### config.mk
export PLATFORM = sky130hd
export DESIGN_NAME = queue_store
export DESIGN_NICKNAME = d
export VERILOG_FILES = /design/src/rtl/queue_pkg.sv /design/src/rtl/queue_ram.sv /design/src/rtl/queue_store.sv
export SDC_FILE = /design/constraint.sdc
export NUM_CORES = 1
export LEC_CHECK = 0
export ABC_CLOCK_PERIOD_IN_PS = 3500
export CORE_MARGIN = 10
export CORE_UTILIZATION = 46
export DETAILED_ROUTE_END_ITERATION = 10
export DONT_BUFFER_PORTS = 1
export PLACE_DENSITY = 0.69
export SLEW_MARGIN = 20
export SYNTH_ARGS = -nofsm -noshare
export SYNTH_HDL_FRONTEND = slang
export SYNTH_SLANG_ARGS = --single-unit
### constraint.sdc
create_clock -name clk -period 3.5 [get_ports clk]
set_clock_uncertainty 0.15 [all_clocks]
set_input_delay 0.7 -clock clk [delete_from_list [all_inputs] [get_ports clk]]
set_output_delay 0.7 -clock clk [all_outputs]
set_load 0.05 [all_outputs]
### src/rtl/queue_pkg.sv
// rtl/queue_pkg.sv - shared command encodings for the queue store and its control block
package queue_pkg;

   // Command driven by the control block on the flag input
   typedef enum logic [1:0] {
      FLAG_HOLD = 2'b00,
      FLAG_WR   = 2'b01,
      FLAG_RD   = 2'b10,
      FLAG_RW   = 2'b11
   } flag_e;

endpackage

### src/rtl/queue_ram.sv
// rtl/queue_ram.sv - DEPTH x DATA_W storage array, synchronous write, registered read with enable
module queue_ram #(
   parameter int DATA_W = 8,
   parameter int DEPTH  = 8,
   parameter int AW     = $clog2(DEPTH)
) (
   input  logic              clk,
   input  logic              rst,
   input  logic              we,
   input  logic [AW-1:0]     waddr,
   input  logic [DATA_W-1:0] wdata,
   input  logic              re,
   input  logic [AW-1:0]     raddr,
   output logic [DATA_W-1:0] rdata
);

   logic [DATA_W-1:0] mem_q [DEPTH];
   logic [DATA_W-1:0] rdata_d;
   logic [DATA_W-1:0] rdata_q;

   // Array contents are deliberately left out of reset
   always_ff @(posedge clk) begin
      if (we) begin
         mem_q[waddr] <= wdata;
      end
   end

   // Read data holds unless a read is enabled; a same-edge write to raddr returns the old word
   always_comb begin
      rdata_d = rdata_q;
      if (re) begin
         rdata_d = mem_q[raddr];
      end
   end

   // Read data register, cleared by reset so dout starts at zero
   always_ff @(posedge clk or posedge rst) begin
      if (rst) begin
         rdata_q <= '0;
      end else begin
         rdata_q <= rdata_d;
      end
   end

   assign rdata = rdata_q;

endmodule

### src/rtl/queue_store.sv
// rtl/queue_store.sv - circular-buffer queue with sticky errors; QUEUE_STORE_ALMOST_EN adds almost_full/almost_empty
module queue_store
   import queue_pkg::*;
#(
   parameter int DATA_W = 8,
   parameter int DEPTH  = 8
) (
   input  logic                       clk,
   input  logic                       rst,
   input  logic [1:0]                 flag,
   input  logic [DATA_W-1:0]          din,
   output logic [DATA_W-1:0]          dout,
   output logic                       full,
   output logic                       empty,
   output logic [$clog2(DEPTH):0]     count,
   output logic                       err_ovf,
   output logic                       err_udf
`ifdef QUEUE_STORE_ALMOST_EN
   ,
   output logic                       almost_full,
   output logic                       almost_empty
`endif
);

   localparam int PTR_W = $clog2(DEPTH);
   localparam int CNT_W = PTR_W + 1;

   logic [PTR_W-1:0] wp_d, wp_q;
   logic [PTR_W-1:0] rp_d, rp_q;
   logic [CNT_W-1:0] count_d, count_q;
   logic             err_ovf_d, err_ovf_q;
   logic             err_udf_d, err_udf_q;
   logic             wr_req, rd_req;
   logic             do_wr, do_rd;

   // Status comes only from registered count so it never depends on flag or din
   assign full  = (count_q == CNT_W'(DEPTH));
   assign empty = (count_q == '0);
   assign count = count_q;
   assign err_ovf = err_ovf_q;
   assign err_udf = err_udf_q;

`ifdef QUEUE_STORE_ALMOST_EN
   assign almost_full  = (count_q >= CNT_W'(DEPTH - 1));
   assign almost_empty = (count_q <= CNT_W'(1));
`endif

   // Decode the command, qualify it against occupancy, and compute next pointer/count/error state
   always_comb begin
      wr_req = 1'b0;
      rd_req = 1'b0;
      case (flag_e'(flag))
         FLAG_WR: wr_req = 1'b1;
         FLAG_RD: rd_req = 1'b1;
         FLAG_RW: begin
            wr_req = 1'b1;
            rd_req = 1'b1;
         end
         default: ;
      endcase

      // A write into a full queue is only legal when a read frees the slot on the same edge
      do_rd = rd_req && !empty;
      do_wr = wr_req && (!full || do_rd);

      wp_d = do_wr ? wp_q + PTR_W'(1) : wp_q;
      rp_d = do_rd ? rp_q + PTR_W'(1) : rp_q;

      count_d = count_q;
      case ({do_wr, do_rd})
         2'b10:   count_d = count_q + CNT_W'(1);
         2'b01:   count_d = count_q - CNT_W'(1);
         default: count_d = count_q;
      endcase

      // Read+write on an empty queue degrades to a plain write and is not an underflow
      err_ovf_d = err_ovf_q | (wr_req && !rd_req && full);
      err_udf_d = err_udf_q | (rd_req && !wr_req && empty);
   end

   // Pointer, count and sticky error registers
   always_ff @(posedge clk or posedge rst) begin
      if (rst) begin
         wp_q      <= '0;
         rp_q      <= '0;
         count_q   <= '0;
         err_ovf_q <= 1'b0;
         err_udf_q <= 1'b0;
      end else begin
         wp_q      <= wp_d;
         rp_q      <= rp_d;
         count_q   <= count_d;
         err_ovf_q <= err_ovf_d;
         err_udf_q <= err_udf_d;
      end
   end

   queue_ram #(
      .DATA_W (DATA_W),
      .DEPTH  (DEPTH)
   ) u_ram (
      .clk   (clk),
      .rst   (rst),
      .we    (do_wr),
      .waddr (wp_q),
      .wdata (din),
      .re    (do_rd),
      .raddr (rp_q),
      .rdata (dout)
   );

endmodule

# After elaboration in Yosys (flattened, before gate mapping)
# Memory sizes are Yosys's and may differ from the RTL's. A register that Yosys moved wholly into a read port is not among the register bits.
# Cells that the tools add are included.
# word_totals
n_memories	1
reg_bits	12
ramBits	64
# op_classes
bitwise	2
n_reduce_logical	15
eq_ne	6
add_sub_neg	4
muxes	5
# mem_list
name	words	word_bits	rd	rd_ports_with_merged_regs	wr	line_no	text
u_ram.mem_q	8	8	1	1	1	queue_ram.sv:17	logic [DATA_W-1:0] mem_q [DEPTH];
# op_table
operator	count
one-hot mux 4 bit (2 select lines)	1
adder 3 x 1 -> 3 bit, second input constant	2
== test 2 bit, second input constant	3
logical AND 1 bit	6
adder 4 x 1 -> 4 bit, second input constant	1
== test 2 x 1 -> 1 bit, second input constant	2
== test 4 bit, second input constant	1
zero test 1 bit	4
zero test 4 bit	1
2-to-1 mux 1 bit	4
OR reduction 2 bit	2
subtractor 4 x 1 -> 4 bit, second input constant	1
bitwise OR 1 bit	2
nonzero test 2 bit	1
logical OR 1 bit	1

# Depth between registers and ports, before layout
# Gate-level depths: netlist (run 1).
# logic_depth
word_depth	8
mapped_depth	9

# Cells and area by module
# Synthesis (run 1) repeated with hierarchy kept, for this count alone.
# hier_totals
hier_cells	229
hier_area_um2	3533.4
# modules_own_cells
mod	seq_area_each_um2	area_each_um2	cells_per_inst	n_inst
queue_ram	2122.0	2865.2	170	1
queue_store	300.3	668.1	59	1

# Worst setup path after synthesis (run 1)
# OpenSTA, ideal clock, no wires.
# synth_timing
path_kind	reg2reg
from	reg count_q[0] (netlist: count[0])
to	reg rp_q[1]
path_slack_ns	0.726
period_less_slack_ns	2.774
stages_incl_launch_ff	6
t_arrival_ns	2.496
path_cell_list	dfrtp_1 buf_6 nor4_2 nand2b_1 buf_4 mux2_1
# synth_between
elab_chain_cells	3
# synth_rtl
element	line_no	text
start, declared	queue_store.sv:30	logic [CNT_W-1:0] count_d, count_q;
start signal, assigned	queue_store.sv:92	count_q <= count_d;
zero test 4 bit	queue_store.sv:38	assign empty = (count_q == '0);
net empty	queue_store.sv:14	output logic empty,
zero test 1 bit	queue_store.sv:63	do_rd = rd_req && !empty;
logical AND 1 bit	queue_store.sv:63	
end signal, assigned	queue_store.sv:91	rp_q <= rp_d;
end, declared	queue_store.sv:29	logic [PTR_W-1:0] rp_d, rp_q;
# The timed path passes the listed nets, and every way through them passes these cells.
# A chain may end at the register's enable or synchronous reset.

# Worst setup path after layout (run 1)
# layout_timing
from	reg count_q[3] (netlist: count[3])
to	out full
# layout_between
elab_chain_cells	1
# layout_rtl
element	line_no	text
== test 4 bit	queue_store.sv:37	assign full = (count_q == CNT_W'(DEPTH));
end, declared	queue_store.sv:13	output logic full,
# No other way between the ends.

==> results of run 1 <==
[state kept, by name, indices dropped and copies added, names as in the netlist]
register	count
count	4
wp_q	3
err_udf	1
u_ram.mem_q	64
err_ovf	1
u_ram.rdata	8
rp_q	3
[per-stage QoR]
step	cells	setup WS (ns)	instance area (sq um)	utilization, %	power (W)
floorplan	226	0.726	3510	-	0.00249
global placement	324	1.15	3630	49.5	0.00268
finish	340	0.815	3860	52.7	0.00343
CTS	340	0.785	3860	52.7	0.00348
global route	340	0.744	3860	52.7	0.00364
detailed placement	324	1.05	3630	49.5	0.00270
[worst min path at each step]
stage	startpoint	to	slack, ns	cells past startpoint
2_1_floorplan	rp_q[2]	rp_q[2]	0.35	1
3_3_place_gp	wp_q[2]	wp_q[2]	0.40	1
3_5_place_dp	rp_q[2]	rp_q[2]	0.41	1
4_1_cts	rst	rp_q[1]	0.22	1
5_1_grt	din[7]	u_ram.mem_q[2][7]	0.25	0
6_report	rst	rp_q[1]	0.21	1
[per-layer routing]
metal	track usage [%]	part of all wire [%]
met1	14.0	48
met4	5.44	1.3
met3	4.91	6.8
met2	15.7	44
met5	0	0
[synthesized netlist by cell type]
cell type  number
a211oi_1        1
a21o_1          2
a21oi_1         2
a221o_1         8
a31o_2          1
buf_1           2
buf_2           4
buf_4           3
buf_6           4
dfrtp_1        20
edfxtp_1       64
ha_1            3
inv_1           4
mux2_1          2
mux2_2         16
mux2i_1        17
nand2_1        16
nand2b_1        5
nand3_1         1
nor2_1          8
nor2b_1         2
nor3_1          6
nor4_1          1
nor4_2          1
nor4b_1         2
o21a_1          2
o21ai_0         1
o21ai_1         8
o21ai_4         1
o22ai_1         8
o311ai_1        1
o41ai_2         2
or3_1           1
or4b_4          1
xnor2_1         3
xor2_1          3
[report_power, final]
group	internal [W]	switching [W]	leakage, nW
Clock	0.000427	0.000345	0.117
Sequential	0.00130	0.000367	0.821
Combinational	0.000436	0.000562	0.479
Total	0.00216	0.00127	1.42
[layout make-up]
class                      instances  area [sq um]
multi-input combinational        125           977
clock buffer                      10           138
sequential                        84          2420
fill                             584          3470
timing repair buffer              12          90.1
tap                               99           124
clock inverter                     6          95.1
inverter                           4          15.0
[cells by family after synthesis]
group / synth area share, %
simple gates: 6.42
compound gates: 8.24
flops: 69.0
xor+xnor: 1.50
mux: 10.6
buf+inv: 3.14
fa+ha+maj: 1.07
==> out/results.tsv, run 1 <==
metric	value	unit
Min Hold Slack	0.210	ns
maximum fanout along the worst path	10	
most common cell after layout, fill and taps aside	edfxtp_1	
total I/O pin count	28	
Crit path depth	3	
DR DRC count	0	
leakage power	1.42	nW
WS Path Type	register to output port	
CORE AREA	7330	sq um
commonest cells after routing, fill and taps aside	64 x edfxtp_1, 20 x dfrtp_1, 17 x mux2i_1, 16 x nand2_1, 16 x mux2_2	
routed vias/inst	5.29	
leading area contributor after synthesis	edfxtp_1	
fraction of layout cells with a size suffix above 1	20.7	%
Slew HR	31.6	%
flop-to-flop setup slack	1.07	ns
RSZ-0062 raised after global routing	false	
setup bufs post-CTS	0	
Synthesis Warnings	0	
worst hold path class	primary input to async pin	
FF-to-FF Start	count[3]	
vias in the first global route	1805	
Synth area leaders	edfxtp_1 55%, dfrtp_1 14%, mux2_2 5.1%	
gr usage total	11.0	%
post-synthesis sequential area ratio	69.0	%
Worst path max stage delay	0.53	ns
drt total wl	5.95	mm
Final TNS setup	0	ns
number of max-cap violations	0	
remaining antenna violation count	0	
die area	11500	sq um
post-cts resize count	0	
I/O Buffers	0	
Worst EP arrival	1.84	ns
status	complete, no violations	
Die Y	107	um
Net Count, Synth	241	
DR vias	1800	
H-tree level count	3	
slowest CP cell	or4b_4	
critical path, cell by cell	buf_4 -> or4b_4 -> inv_1	
Die Width	107	um
Skew-Pair Late Insertion Delay	0.36	ns
root buffer cell	clkbuf_8	
worst reg2reg endpoint	u_ram.mem_q[2][4]	
Routability Congestion	0.708	
Setup crit end	full	
synthesis-stage register bit count	84	
R2R depth	5	
# hold bufs at CTS	0	
Inserted Diodes	0	
area growth from synthesis to layout	10.0	%
Worst-path clk slew	0.09	ns
Starting Density	47.9	%
CP top delay family	buffers and inverters	
max frequency	372	MHz
endpoints failing hold	0	
crit share post-route	76.7	%
Mapped Cells	226	
largest net degree at the start of global routing	22	
Tightest Pin Transition	1.02	ns
Yosys top cell area share	54.8	%
TritonRoute pass-1 iters	4	
TritonCTS clock tree	built	
Sink Count	84	
P per Cell Area	889	nW/um^2
final-stage net count	251	
WL/cell	17.5	um
dpl hpwl	4.07	mm
Bufs and invs on worst path	2	
initial antenna violation count	0	
critical path required time	2.65	ns
Final Setup Violations	0	
Clock Path Buffers	2	
cts bufs inserted	9	
startpoint types	register	
Yosys cell types	36	
mean area per synthesized cell	15.5	sq um
Worst VDD drop	0.259	mV
Setup crit end kind	output port	
final count of pins violating max slew	0	
total gr overflow	0	
Iteration-0 DRC Markers	54	
first-pass GRT wire length	9.64	mm
Final Critical Period	2.69	ns
Post-Syn Area	3510	sq um
Cell Rows	31	
CP Launch Point	count[3]	
No activity file was read; power rests on OpenSTA's default activity.
==> run 2, diff against run 1 <==
ABC_CLOCK_PERIOD_IN_PS = 2700   (was 3500)
clock period = 2.7 ns   (was 3.5 ns; I/O delays follow)
==> out/results.tsv, run 2 (synthesis results as in run 1) <==
metric	value	unit
status	complete, no violations	
Biggest register	u_ram.mem_q	
setup bufs post-CTS	0	
DR vias	1843	
dpl cells	324	
Final TNS setup	0	ns
area growth from synthesis to layout	9.27	%
Cell Rows	31	
maximum fanout along the worst path	6	
combinational share of power	30.7	%
H-tree level count	3	
number of max-cap violations	0	
Post-Layout Cell Count	340	
endpoints failing hold	0	
Worst-path clk slew	0.09	ns
Worst VDD drop	0.374	mV
vias in the first global route	1861	
Int Pwr	0.00268	W
max frequency	405	MHz
TritonRoute pass-1 iters	4	
Sink Count	84	
remaining antenna violation count	0	
TritonCTS clock tree	built	
fraction of layout cells with a size suffix above 1	20.7	%
pre-CTS setup slack	0.523	ns
total I/O pin count	28	
# hold bufs at CTS	0	
Skew-Pair Late Insertion Delay	0.35	ns
routed vias/inst	5.42	
Final Critical Period	2.47	ns
max FFs per register	64	
Starting Density	47.9	%
final count of pins violating max slew	0	
Sw Pwr	0.00166	W
crit share post-route	91.5	%
critical path required time	2.01	ns
leakage power	1.40	nW
startpoint types	register	
I/O Buffers	0	
gr usage total	11.3	%
DR DRC count	0	
drt total wl	6.12	mm
sw frac	38.3	%
Inserted Diodes	0	
total gr overflow	0	
worst hold path class	primary input to async pin	
Flop pwr share	49.0	%
P per Cell Area	1130	nW/um^2
root buffer cell	clkbuf_8	
Slew HR	50.6	%
most common cell after layout, fill and taps aside	edfxtp_1	
CORE AREA	7330	sq um
FF-to-FF Start	count[0]	
Setup crit end kind	output port	
Clock Path Buffers	2	
first-pass GRT wire length	9.96	mm
cts bufs inserted	9	
worst reg2reg endpoint	count[2]	
flop-to-flop setup slack	0.54	ns
Die Width	107	um
final setup margin	0.229	ns
Tightest Pin Transition	0.741	ns
dpl hpwl	4.16	mm
fin area	3830	sq um
Final Setup Violations	0	
post-cts resize count	0	
Iteration-0 DRC Markers	107	
final-stage net count	251	
RSZ-0062 raised after global routing	false	
initial antenna violation count	0	
WS Path Type	register to output port	
Core Util, Final	52.3	%
Die Y	107	um
die area	11500	sq um
R2R depth	8	
Routability Congestion	0.763	
largest net degree at the start of global routing	35	
WL/cell	18.0	um
commonest cells after routing, fill and taps aside	64 x edfxtp_1, 20 x dfrtp_1, 17 x mux2i_1, 16 x nand2_1, 16 x mux2_2	
Worst EP arrival	1.78	ns
clock share of power	20.3	%
dpl cell area	3640	sq um
[run 2: cell types whose count changed in the layout (fill, tap and decap cells not counted), sizes merged]
cell,change
bufinv,-1
clkbuf,-1
clkinvlp,+1
inv,+1
[run 2: layout make-up]
cell class / count / area (sq um)
repair buffers: 12 / 90.1
multi-input cells: 125 / 986
clock inverters: 7 / 73.8
inverters: 4 / 15.0
well taps: 99 / 124
clock buffers: 9 / 124
fillers: 589 / 3500
flip-flops and latches: 84 / 2420
[run 2: worst max-delay path, cell delays in order (launching register included)]
cell	delay (ns)
dfrtp_1	0.48
or4b_4	0.58
inv_1	0.37
[run 2: per-layer routing]
layer  global-route usage [%]  wire [um]  vias to the layer above
met5                        0          0                        -
met4                     5.73        106                        0
met3                     3.71        432                        9
met2                     16.3       2780                       38
met1                     14.8       2800                      909
li1                         -          -                      887
[run 2: power groups by stage]
stage	clock network [W]	registers (W)	logic (W)
after floorplan	0	0.00218	0.00106
after global placement	0	0.00214	0.00134
after detailed placement	0	0.00216	0.00135
after CTS	0.000911	0.00213	0.00136
after global routing	0.000964	0.00217	0.00146
final	0.000881	0.00212	0.00133
[run 2: stage by stage]
stage,power (W),hold slack (ns)
CTS,0.00440,0.0616
global placement,0.00348,0.391
floorplan,0.00324,0.353
global route,0.00459,0.101
finish,0.00434,0.0476
detailed placement,0.00351,0.403
[run 2: worst max-delay path by stage]
stage	start	endpoint	slack, ns	depth (start not counted)
after floorplan	count[2]	u_ram.mem_q[0][0]	0.19	4
after global placement	count[1]	full	0.62	2
after detailed placement	flag[0]	count[2]	0.52	8
after CTS	count[1]	full	0.21	2
after global routing	count[1]	full	0.18	2
final	count[1]	full	0.23	2
==> run 3, diff against run 2 <==
ABC_CLOCK_PERIOD_IN_PS = 2800   (was 2700)
GPL_ROUTABILITY_DRIVEN = 0   (was default)
clock period = 2.8 ns   (was 2.7 ns; I/O delays follow)
==> out/results.tsv, run 3 (synthesis results as in run 1) <==
metric	value	unit
status	complete, no violations	
Skew-Pair Late Insertion Delay	0.35	ns
final-stage net count	249	
dpl cell area	3610	sq um
Die Y	107	um
vias in the first global route	1826	
Top Usage Layer GRT	met2	
number of max-cap violations	0	
Worst path max stage delay	0.55	ns
Iteration-0 DRC Markers	100	
RSZ-0062 raised after global routing	false	
total gr overflow	0	
P per Cell Area	1100	nW/um^2
Slew HR	49.7	%
area growth from synthesis to layout	9.16	%
sw frac	38.6	%
Final Setup Violations	0	
Bufs and invs on worst path	1	
max frequency	405	MHz
Int Pwr	0.00258	W
worst hold path class	primary input to async pin	
Sw Pwr	0.00162	W
slowest CP cell	or4b_4	
Setup crit end kind	output port	
remaining antenna violation count	0	
CP top delay family	simple AND/OR/NAND/NOR gates	
Die Width	107	um
combinational share of power	30.6	%
DR vias	1821	
Crit path depth	2	
Worst VDD drop	0.326	mV
Flop pwr share	48.4	%
total I/O pin count	28	
WL/cell	18.2	um
largest net degree at the start of global routing	35	
Cell Rows	31	
# hold bufs at CTS	0	
Sink Count	84	
WS Path Type	register to output port	
TritonRoute pass-1 iters	4	
crit share post-route	88.1	%
max FFs per register	64	
Clock Path Buffers	2	
GR Util met3	3.77	%
Final Critical Period	2.47	ns
endpoints failing hold	0	
leakage power	1.39	nW
Final TNS setup	0	ns
Worst-path clk slew	0.09	ns
I/O Buffers	0	
CORE AREA	7330	sq um
startpoint types	register	
routed vias/inst	5.39	
TritonCTS clock tree	built	
post-cts resize count	0	
most common cell after layout, fill and taps aside	edfxtp_1	
clock share of power	21.0	%
Worst EP arrival	1.76	ns
final count of pins violating max slew	0	
root buffer cell	clkbuf_8	
drt total wl	6.15	mm
maximum fanout along the worst path	6	
gr usage total	11.2	%
met1 Use GR	14.4	%
commonest cells after routing, fill and taps aside	64 x edfxtp_1, 20 x dfrtp_1, 17 x mux2i_1, 16 x nand2_1, 16 x mux2_2	
setup bufs post-CTS	0	
H-tree level count	3	
initial antenna violation count	0	
DR DRC count	0	
critical path, cell by cell	or4b_4 -> inv_1	
fin area	3830	sq um
critical path required time	2.09	ns
GR met2 Demand/Resource	16.4	%
Biggest register	u_ram.mem_q	
first-pass GRT wire length	9.95	mm
R2R depth	9	
cts bufs inserted	9	
Inserted Diodes	0	
Tightest Pin Transition	0.753	ns
die area	11500	sq um
Starting Density	47.9	%
fraction of layout cells with a size suffix above 1	20.9	%
dpl hpwl	4.24	mm
[run 3: final timing paths]
| check | slack, ns | from | to |
|---|---|---|---|
| setup / recovery | 0.33 | count[2] | full |
| hold / removal | 0.06 | rst | u_ram.rdata[4] |
| setup reg to reg | 0.53 | count[0] | count[2] |
| hold reg to reg | 0.43 | rp_q[2] | rp_q[2] |
| max in group asynchronous | 1.95 | rst | wp_q[1] |
| min in group clk | 0.14 | din[7] | u_ram.mem_q[1][7] |
[run 3: layer usage]
layer	vias up	routed length (um)
met4	0	87
met1	897	2820
met2	35	2860
li1	881	-
met3	8	383
met5	-	0
[run 3: area by class of cell]
cell class / instances / area (sq um)
repair buffers: 10 / 75.1
multi-input cells: 125 / 987
clock buffers: 9 / 124
well taps: 99 / 124
clock inverters: 7 / 83.8
flip-flops and latches: 84 / 2420
fillers: 591 / 3500
inverters: 4 / 15.0
[run 3: power groups by stage]
stage / Combinational (W) / Sequential, W / Clock [W]
after CTS: 0.00130 / 0.00204 / 0.000900
after global routing: 0.00141 / 0.00207 / 0.000953
after detailed placement: 0.00129 / 0.00207 / 0
after global placement: 0.00127 / 0.00205 / 0
after floorplan: 0.00101 / 0.00210 / 0
final: 0.00129 / 0.00203 / 0.000884
[run 3: per-stage QoR]
stage	setup slack (ns)	util (%)	cells	power, W	hold WS (ns)
after floorplan	0.0265	-	226	0.00311	0.353
after global placement	0.622	49.3	322	0.00332	0.412
after detailed placement	0.499	49.3	322	0.00336	0.412
after CTS	0.322	52.1	338	0.00424	0.0842
after global routing	0.282	52.3	338	0.00443	0.120
final	0.333	52.3	338	0.00420	0.0648
